File: src/rtl/lsu_bus.sv
// lsu_bus: RISC-V load/store unit bridging the pipeline to a single-port, lane-masked memory bus.
// Define LSU_MISALIGN_EN to split word-crossing accesses into two beats; otherwise they are rejected.
module lsu_bus #(
   parameter int XLEN = 32,
   parameter int AW   = 32
) (
   input  logic              clk,
   input  logic              rst_n,
   input  logic              req_valid,
   output logic              req_ready,
   input  logic              req_store,
   input  logic [2:0]        req_funct3,
   input  logic [AW-1:0]     req_addr,
   input  logic [XLEN-1:0]   req_wdata,
   output logic              rsp_valid,
   output logic              rsp_err,
   output logic [XLEN-1:0]   rsp_rdata,
   output logic              mem_req,
   output logic              mem_we,
   output logic [AW-1:0]     mem_addr,
   output logic [XLEN/8-1:0] mem_mask,
   output logic [XLEN-1:0]   mem_wdata,
   input  logic              mem_gnt,
   input  logic              mem_rvalid,
   input  logic [XLEN-1:0]   mem_rdata
);
   localparam int NB = XLEN / 8;
   localparam int OW = $clog2(NB);

   typedef enum logic [2:0] {
      IDLE, REQ1, RSP1,
`ifdef LSU_MISALIGN_EN
      REQ2, RSP2,
`endif
      DONE
   } state_t;

   state_t          state_q;
   logic            store_q, err_q;
   logic [2:0]      f3_q;
   logic [OW-1:0]   off_q;
   logic [AW-1:0]   base_q;
   logic            rsp_valid_q, rsp_err_q, mem_req_q, mem_we_q;
   logic [XLEN-1:0] rsp_rdata_q, mem_wdata_q;
   logic [AW-1:0]   mem_addr_q;
   logic [NB-1:0]   mem_mask_q;
`ifdef LSU_MISALIGN_EN
   logic            split_q;
   logic [NB-1:0]   mhi_q;
   logic [XLEN-1:0] whi_q, lo_q, whi_c;
`endif

   logic [OW-1:0]   off_c;
   logic [AW-1:0]   base_c;
   logic [2*NB-1:0] run_c, mask_c;
   logic [XLEN-1:0] wsz_c, wlo_c, ld_c;
   logic            legal_c, mis_c, err_c;

   // Sign/zero extension by shifting the sized field to the top and back down.
   function automatic logic [XLEN-1:0] ext(input logic [2:0] f, input logic [XLEN-1:0] d);
      logic [XLEN-1:0] t;
      int              sa;
      sa = XLEN - (8 << f[1:0]);
      t  = d << sa;
      if (f[2]) return t >> sa;
      return XLEN'($signed(t) >>> sa);
   endfunction

   always_comb begin
      off_c   = req_addr[OW-1:0];
      base_c  = {req_addr[AW-1:OW], {OW{1'b0}}};
      run_c   = req_funct3[1:0] == 2'd0 ? (2*NB)'(1) :
                req_funct3[1:0] == 2'd1 ? (2*NB)'(3) :
                req_funct3[1:0] == 2'd2 ? (2*NB)'(15) : (2*NB)'(255);
      mask_c  = run_c << off_c;
      mis_c   = |mask_c[2*NB-1:NB];
      legal_c = req_store ? !req_funct3[2] && (req_funct3[1:0] != 2'd3 || XLEN == 64)
                          : req_funct3 inside {3'd0, 3'd1, 3'd2, 3'd4, 3'd5} ||
                            (XLEN == 64 && req_funct3 inside {3'd3, 3'd6});
      for (int i = 0; i < NB; i++) wsz_c[8*i +: 8] = req_wdata[8*i +: 8] & {8{run_c[i]}};
      wlo_c   = wsz_c << {off_c, 3'b000};
`ifdef LSU_MISALIGN_EN
      whi_c   = wsz_c >> (XLEN - 8 * int'(off_c));
      err_c   = !legal_c;
      ld_c    = ext(f3_q, XLEN'((state_q == RSP2 ? {mem_rdata, lo_q} : {{XLEN{1'b0}}, mem_rdata})
                                >> {off_q, 3'b000}));
`else
      err_c   = !legal_c || mis_c;
      ld_c    = ext(f3_q, mem_rdata >> {off_q, 3'b000});
`endif
   end

   always_ff @(posedge clk or negedge rst_n) begin
      if (!rst_n) begin
         state_q     <= IDLE;
         store_q     <= 1'b0;
         err_q       <= 1'b0;
         f3_q        <= '0;
         off_q       <= '0;
         base_q      <= '0;
         rsp_valid_q <= 1'b0;
         rsp_err_q   <= 1'b0;
         rsp_rdata_q <= '0;
         mem_req_q   <= 1'b0;
         mem_we_q    <= 1'b0;
         mem_addr_q  <= '0;
         mem_mask_q  <= '0;
         mem_wdata_q <= '0;
`ifdef LSU_MISALIGN_EN
         split_q     <= 1'b0;
         mhi_q       <= '0;
         whi_q       <= '0;
         lo_q        <= '0;
`endif
      end else begin
         rsp_valid_q <= 1'b0;
         rsp_err_q   <= 1'b0;
         rsp_rdata_q <= '0;
         // A granted beat drops the bus; a following beat re-drives it below.
         if (mem_gnt) begin
            mem_req_q   <= 1'b0;
            mem_we_q    <= 1'b0;
            mem_addr_q  <= '0;
            mem_mask_q  <= '0;
            mem_wdata_q <= '0;
         end
         case (state_q)
            IDLE: if (req_valid) begin
               state_q     <= REQ1;
               store_q     <= req_store;
               f3_q        <= req_funct3;
               off_q       <= off_c;
               err_q       <= err_c;
               base_q      <= base_c;
               mem_req_q   <= !err_c;
               mem_we_q    <= req_store && !err_c;
               mem_addr_q  <= err_c ? '0 : base_c;
               mem_mask_q  <= err_c ? '0 : mask_c[NB-1:0];
               mem_wdata_q <= req_store && !err_c ? wlo_c : '0;
`ifdef LSU_MISALIGN_EN
               split_q     <= mis_c;
               mhi_q       <= mask_c[2*NB-1:NB];
               whi_q       <= whi_c;
`endif
            end
            REQ1: if (err_q) begin
               state_q     <= DONE;
               rsp_valid_q <= 1'b1;
               rsp_err_q   <= 1'b1;
            end else if (mem_gnt) begin
`ifdef LSU_MISALIGN_EN
               if (store_q && split_q) begin
                  state_q     <= REQ2;
                  mem_req_q   <= 1'b1;
                  mem_we_q    <= 1'b1;
                  mem_addr_q  <= base_q + AW'(NB);
                  mem_mask_q  <= mhi_q;
                  mem_wdata_q <= whi_q;
               end else
`endif
               if (store_q) begin
                  state_q     <= DONE;
                  rsp_valid_q <= 1'b1;
               end else state_q <= RSP1;
            end
            RSP1: if (mem_rvalid) begin
`ifdef LSU_MISALIGN_EN
               if (split_q) begin
                  state_q    <= REQ2;
                  lo_q       <= mem_rdata;
                  mem_req_q  <= 1'b1;
                  mem_addr_q <= base_q + AW'(NB);
                  mem_mask_q <= mhi_q;
               end else
`endif
               begin
                  state_q     <= DONE;
                  rsp_valid_q <= 1'b1;
                  rsp_rdata_q <= ld_c;
               end
            end
`ifdef LSU_MISALIGN_EN
            REQ2: if (mem_gnt) begin
               state_q     <= store_q ? DONE : RSP2;
               rsp_valid_q <= store_q;
            end
            RSP2: if (mem_rvalid) begin
               state_q     <= DONE;
               rsp_valid_q <= 1'b1;
               rsp_rdata_q <= ld_c;
            end
`endif
            default: state_q <= IDLE;
         endcase
      end
   end

   assign req_ready = state_q == IDLE;
   assign rsp_valid = rsp_valid_q;
   assign rsp_err   = rsp_err_q;
   assign rsp_rdata = rsp_rdata_q;
   assign mem_req   = mem_req_q;
   assign mem_we    = mem_we_q;
   assign mem_addr  = mem_addr_q;
   assign mem_mask  = mem_mask_q;
   assign mem_wdata = mem_wdata_q;
endmodule
File: config.mk
export PLATFORM = sky130hd
export DESIGN_NAME = lsu_bus
export DESIGN_NICKNAME = d
export VERILOG_FILES = /design/src/rtl/lsu_bus.sv
export SDC_FILE = /design/constraint.sdc
export NUM_CORES = 1
export LEC_CHECK = 0
export CAP_MARGIN = 15
export CORE_MARGIN = 4
export CORE_UTILIZATION = 39
export DETAILED_ROUTE_END_ITERATION = 6
export PLACE_DENSITY_LB_ADDON = 0.08
export SLEW_MARGIN = 5
export SYNTH_ARGS = -nofsm -noshare
export SYNTH_HDL_FRONTEND = slang
export SYNTH_SLANG_ARGS = --single-unit
File: constraint.sdc
create_clock -name clk -period 1.7 [get_ports clk]
set_input_delay 0.425 -clock clk [delete_from_list [all_inputs] [get_ports clk]]
set_output_delay 0.425 -clock clk [all_outputs]
set_load 0.005 [all_outputs]
# Yosys cells after proc, flatten, opt, wreduce, memory -nomap -nowiden
# Cells that the tools add are included.
[word_totals] ff_bits=114 latchBits=0 ramBits=0 rom_bits=0 inputBits=105 mem_count=0
[op_classes] n_addsub=1 n_mul=0 div=0 order_cmp=0 eq_ne=12 n_shift=7 muxes=40 bitwise_logic=4 reduce_logical=13
[ops] cell="$mux 32" n=12
[ops] cell="$and 8x8->8" n=4
[ops] cell="$shl 32x32->32" n=1
[ops] cell="$shl 32x5->32" n=1
[ops] cell="$shl 4x2->32 const A" n=1
[ops] cell="$shr 32x32->32" n=1
[ops] cell="$shr 32x5->32" n=1
[ops] cell="$sshr 32x32->32" n=1
[ops] cell="$sub 7x32->32 const A" n=1
[ops] cell="$mux 8" n=3
[ops] cell="$mux 4" n=4
[ops] cell="$mux 1" n=15
[ops] cell="$mux 3" n=4
[ops] cell="$pmux 3 s3" n=1
[ops] cell="$shl 8x2->8" n=1
[ops] cell="$eq 3x1->1 const B" n=2
[ops] cell="$eq 3x2->1 const B" n=2
[ops] cell="$eq 3x3->1 const B" n=2
[ops] cell="$logic_not 3->1" n=2
[ops] cell="$ne 2x2->1 const B" n=3
[ops] cell="$reduce_bool 5->1" n=1
[ops] cell="$reduce_or 4->1" n=1
[ops] cell="$logic_not 1->1" n=3
[ops] cell="$ne 3x3->1 const B" n=1
[ops] cell="other kinds (8)" n=9

# Longest topological paths before layout
[logic_depth] ltp_word=12 ltp_mapped=7

# Worst setup path after synthesis
# OpenSTA, ideal clock, no wires.
[synth_path] path_type="register to register" startpoint="register state_q[0]" endpoint="register mem_addr_q[10] (netlist: mem_addr[10])" arrival_ns=1.718 required_ns=1.635 setup_slack_ns=-0.083 stages_incl_launch_ff=8 synth_period_minus_slack_ns=1.783 cell_sequence="dfrtp_1 -> inv_1 -> ha_1 -> clkbuf_1 -> nand3_4 -> a211oi_4 -> buf_6 -> a22o_1"
[synth_between] elab_chain_len=2
[synth_rtl] element="from (decl)" line_no="38" source="state_t state_q;"
[synth_rtl] element="from (signal assigned)" line_no="95" source="state_q <= IDLE;"
[synth_rtl] element="from (signal assigned)" line_no="129" source="state_q <= REQ1;"
[synth_rtl] element="from (signal assigned)" line_no="147" source="state_q <= DONE;"
[synth_rtl] element="$logic_not 3->1"
[synth_rtl] element="via req_ready" line_no="10" source="output logic req_ready,"
[synth_rtl] element="$mux 32" line_no="127" source="case (state_q)"
[synth_rtl] element="to (signal assigned)" line_no="137" source="mem_addr_q <= err_c ? '0 : base_c;"
[synth_rtl] element="to (decl)" line_no="45" source="logic [AW-1:0] mem_addr_q;"
# The timed path passes the listed nets, and every way through them passes these cells.
# A chain may end at the register's enable or synchronous reset.

# Worst setup path in the final report
[layout_path] startpoint="register off_q[0]" endpoint="register rsp_rdata_q[22] (netlist: rsp_rdata[22])"
[layout_between] elab_chain_len=7 word_cells_on_any_way=8
[layout_rtl] element="from (decl)" line_no="41" source="logic [OW-1:0] off_q;"
[layout_rtl] element="from (signal assigned)" line_no="99" source="off_q <= '0;"
[layout_rtl] element="from (signal assigned)" line_no="132" source="off_q <= off_c;"
[layout_rtl] element="$shr 32x5->32 *" line_no="89" source="ld_c = ext(f3_q, mem_rdata >> {off_q, 3'b000});"
[layout_rtl] element="$shl 32x32->32 *" line_no="64" source="t = d << sa;"
[layout_rtl] element="$shr 32x32->32" line_no="65" source="if (f[2]) return t >> sa;"
[layout_rtl] element="$mux 32" line_no="65"
[layout_rtl] element="$mux 32 *" line_no="66" source="return XLEN'($signed(t) >>> sa);"
[layout_rtl] element="$mux 32 *" line_no="166" source="RSP1: if (mem_rvalid) begin"
[layout_rtl] element="$mux 32 *" line_no="127"
[layout_rtl] element="to (signal assigned)" line_no="179" source="rsp_rdata_q <= ld_c;"
[layout_rtl] element="to (decl)" line_no="44" source="logic [XLEN-1:0] rsp_rdata_q, mem_wdata_q;"
# Every way passes the cells marked *; elsewhere a longest branch is shown, timed or not. The select of a mux whose other input is x is not followed.

==> results.md <==
* Root Buffer: clkbuf_16
* Placer congestion estimate at between 0.8 and 0.9
* Arrival time of the worst setup path at 2.06 ns
* Path depth of the worst reg2reg path at 4
* Avg Synthesized Cell Area at 11.2 sq um
* Largest net degree at the start of global routing at 43
* Worst slew margin at 0.678
* Core box area at between 10,000 and 15,000 sq um
* # setup viols final at 13
* Finished Layout Cells at 913
* Unrepaired setup endpoints after global routing: true
* Initial DRC Count at ~210
* GRT Total Usage at 0.214
* H-tree Lvls at 4
* Final nets at about 840
* Pwr/cell area at about 1200 nW/um^2
* Worst path slowest cell: mux4_2
* Failing checks: negative setup slack
* Initial antenna violation count at 0
* ANT cells at 0
* Max frequency at 562 MHz
* Starting Density at 0.405
* Crit Path Max Fanout at 6
* Die height at 124 um
* Post-DP HPWL at ~12,000 um
* Worst vdd ir at 0.717 mV
* CP bufs+invs at 1
* Remaining DRCs at 0
* Worst path depth at 4
* Top delay family on crit path: multiplexers
* Worst Hold Depth at 3
* Power Total at 10.8 mW
* EDFF count, synth at 0
* Setup CP Type: register to register
* Distinct cells, synth at 43
* Routed WL per cell at about 18 um
* Row count at 41
* Hold WS at 0.484 ns
* I/O Pins at 210
* R2R setup slack at -0.08 ns
* Crit path required time at 1.98 ns
* Cell total after placement at 876
* Final worst slack at -0.0782 ns
* Synth Register Bits at 113
* Final WL at 16,400 um
* Worst-path clk slew at approximately 0.05 ns
* Final Max Slew Viols at 0
* Die area at 15,300 sq um
* Asr flop ratio synth at 1.00
* CTS Buf Count at 17
* CTS tree: yes
* Worst Setup EP: rsp_rdata[22]
* Post-route minimum period at 1.78 ns
* Cells along the critical path: buf_6 -> mux2_4 -> mux4_2 -> o221a_4
* Final ANT Viol Nets at 0
* Pre-antenna DRT Iters at 5
* Setup Skew at 0.0107 ns
* Fin crit share at 1.05
* CTS max path bufs at 2
* Max Cap Viol at 0
* Start point of the critical path: off_q[0]
* Worst hold path type: input pin to register
* Number of port buffers at ~210
* Routed vias/inst at 5.27
* Slew @ Worst Pin at 0.481 ns
* GRT Residual Overflow at 0
* Cells after Synth at 466
* Hold Vio Cnt, Final at 0
* Layout cell share with drive strength beyond 1 at 0.181
* Synth Flop Type: dfrtp_1
* Yosys warnings at 0
* CP startpoint kind: register
* Global-route wire length before repair at 25,600 um
* CTS sink count at 113
* Syn_nets at 575
* Die span in x at 124 um
* Vias at 4,815
* R2R Path End: rsp_rdata[22]
* P_leak at 4.71 nW
* Crit end category: register
* Number of global-route vias before repair at ~5,000
* Reg-to-Reg Start: off_q[0]
* Mapped Area at 5220 sq um
* Seq/Total Area, Yosys at 0.542
* Syn-to-layout area delta at 67.0%
* Outcome: complete, but fails checks
* Slowest stage delay, CP at around 0.51 ns
* Worst-Skew Late Latency at 0.40 ns
==> through the flow <==
stage	util	TNS, ns	worst slack, ns	area [sq um]
finish	0.677	-0.558	-0.0782	8710
global route	0.677	-1.78	-0.113	8710
CTS	0.666	-0.518	-0.0586	8580
detailed placement	0.615	-49.85	-0.620	7920
global placement	0.615	-46.26	-0.570	7920
floorplan	-	-0.836	-0.0305	5260
==> power breakdown <==
| group | total, mW | switching, mW | internal (mW) |
|---|---|---|---|
| logic | 3.71 | 1.80 | 1.91 |
| registers | 3.29 | 0.215 | 3.08 |
| clock network | 3.84 | 1.21 | 2.64 |
==> cell families (layout without fill, tap and decap cells) <==
family / count (synthesis) / in the layout / synth area share
flops: 113 / 113 / 0.542
buf+inv: 40 / 315 / 0.0367
mux: 44 / 44 / 0.0919
xor+xnor: 1 / 1 / 0.00168
simple gates: 117 / 117 / 0.111
fa+ha+maj: 4 / 4 / 0.00960
compound gates: 147 / 147 / 0.207
==> flip-flops by register name, summed over array words and instances (netlist names) <==
register,cells
mem_addr,32
f3_q,3
rsp_err,1
rsp_rdata,32
state_q,2
off_q,2
err_q,1
mem_mask,4
mem_we,1
store_q,1
rsp_valid,1
mem_req,1
mem_wdata,32
==> tightest hold or removal path, cell delays in order <==
cell and delay [ns]:
dlygate4sd2_1 0.29, nand2_1 0.08, nand2_1 0.05
==> worst min-delay path by stage <==
stage / startpoint / endpoint
finish: mem_rdata[31] / rsp_rdata[31]
global route: mem_rdata[31] / rsp_rdata[31]
CTS: mem_rdata[31] / rsp_rdata[31]
detailed placement: rst_n / rsp_rdata[2]
global placement: rst_n / rsp_rdata[2]
floorplan: rst_n / err_q
==> layout make-up <==
type | count | area (sq um)
fill | 993 | 4170
clock buffer | 22 | 454
tap | 172 | 215
multi-input combinational | 313 | 2300
sequential | 113 | 2830
timing repair buffer | 275 | 2700
clock inverter | 10 | 183
inverter | 8 | 30.0
==> metal layers <==
layer / global-route usage / vias to the layer above / routed length [um]
met5: 0 / - / 0
met4: 0.0644 / 0 / 288
met3: 0.0622 / 25 / 1350
met2: 0.340 / 201 / 7800
met1: 0.284 / 2357 / 6930
li1: - / 2232 / -
==> cells in the mapped netlist (2+ instances only) <==
master / number / area, sq um
a211oi_1: 12 / 90.1
a21oi_1: 21 / 105
a221oi_1: 8 / 70.1
a22o_1: 50 / 438
a22oi_1: 8 / 60.1
and2_1: 11 / 68.8
and3_1: 4 / 25.0
buf_2: 9 / 45.0
buf_6: 4 / 45.0
clkbuf_1: 18 / 67.6
dfrtp_1: 113 / 2830
ha_1: 4 / 50.1
inv_1: 7 / 26.3
mux2_2: 11 / 124
mux2i_1: 31 / 310
mux4_2: 2 / 45.0
nand2_1: 36 / 135
nand2b_1: 3 / 18.8
nand3_1: 2 / 10.0
nor2_1: 36 / 135
nor2b_1: 14 / 87.6
nor3_1: 2 / 10.0
o21ai_0: 24 / 120
o21ai_1: 8 / 40.0
o22ai_1: 9 / 56.3
or3_1: 2 / 12.5
==> placed cells by master, fill, tap and decap left out, types with 7 or more instances in the layout <==
cell               n
a211oi_1          12
a21oi_1           20
a221oi_1           7
a22o_1            50
a22oi_1            8
and2_1            12
buf_12             7
buf_4             56
clkbuf_16         17
clkdlybuf4s50_1  123
dfrtp_1          112
dlygate4sd2_1     48
dlymetal6s2s_1    35
mux2_2            10
mux2i_1           31
nand2_1           34
nor2_1            33
nor2b_1           14
o21ai_0           15
o21ai_1           16
o22ai_1            9
==> timing repair <==
item | 4_1_cts | 5_1_grt
gates resized for setup | 64 | 48
pin swaps | 4 | 3
hold buffers | 1 | 0
hold endpoints to repair | 24 | 0
setup buffers | 2 | 2
endpoints found under the setup margin | 136 | 61
Note: power is estimated with default switching activity, not from simulation.
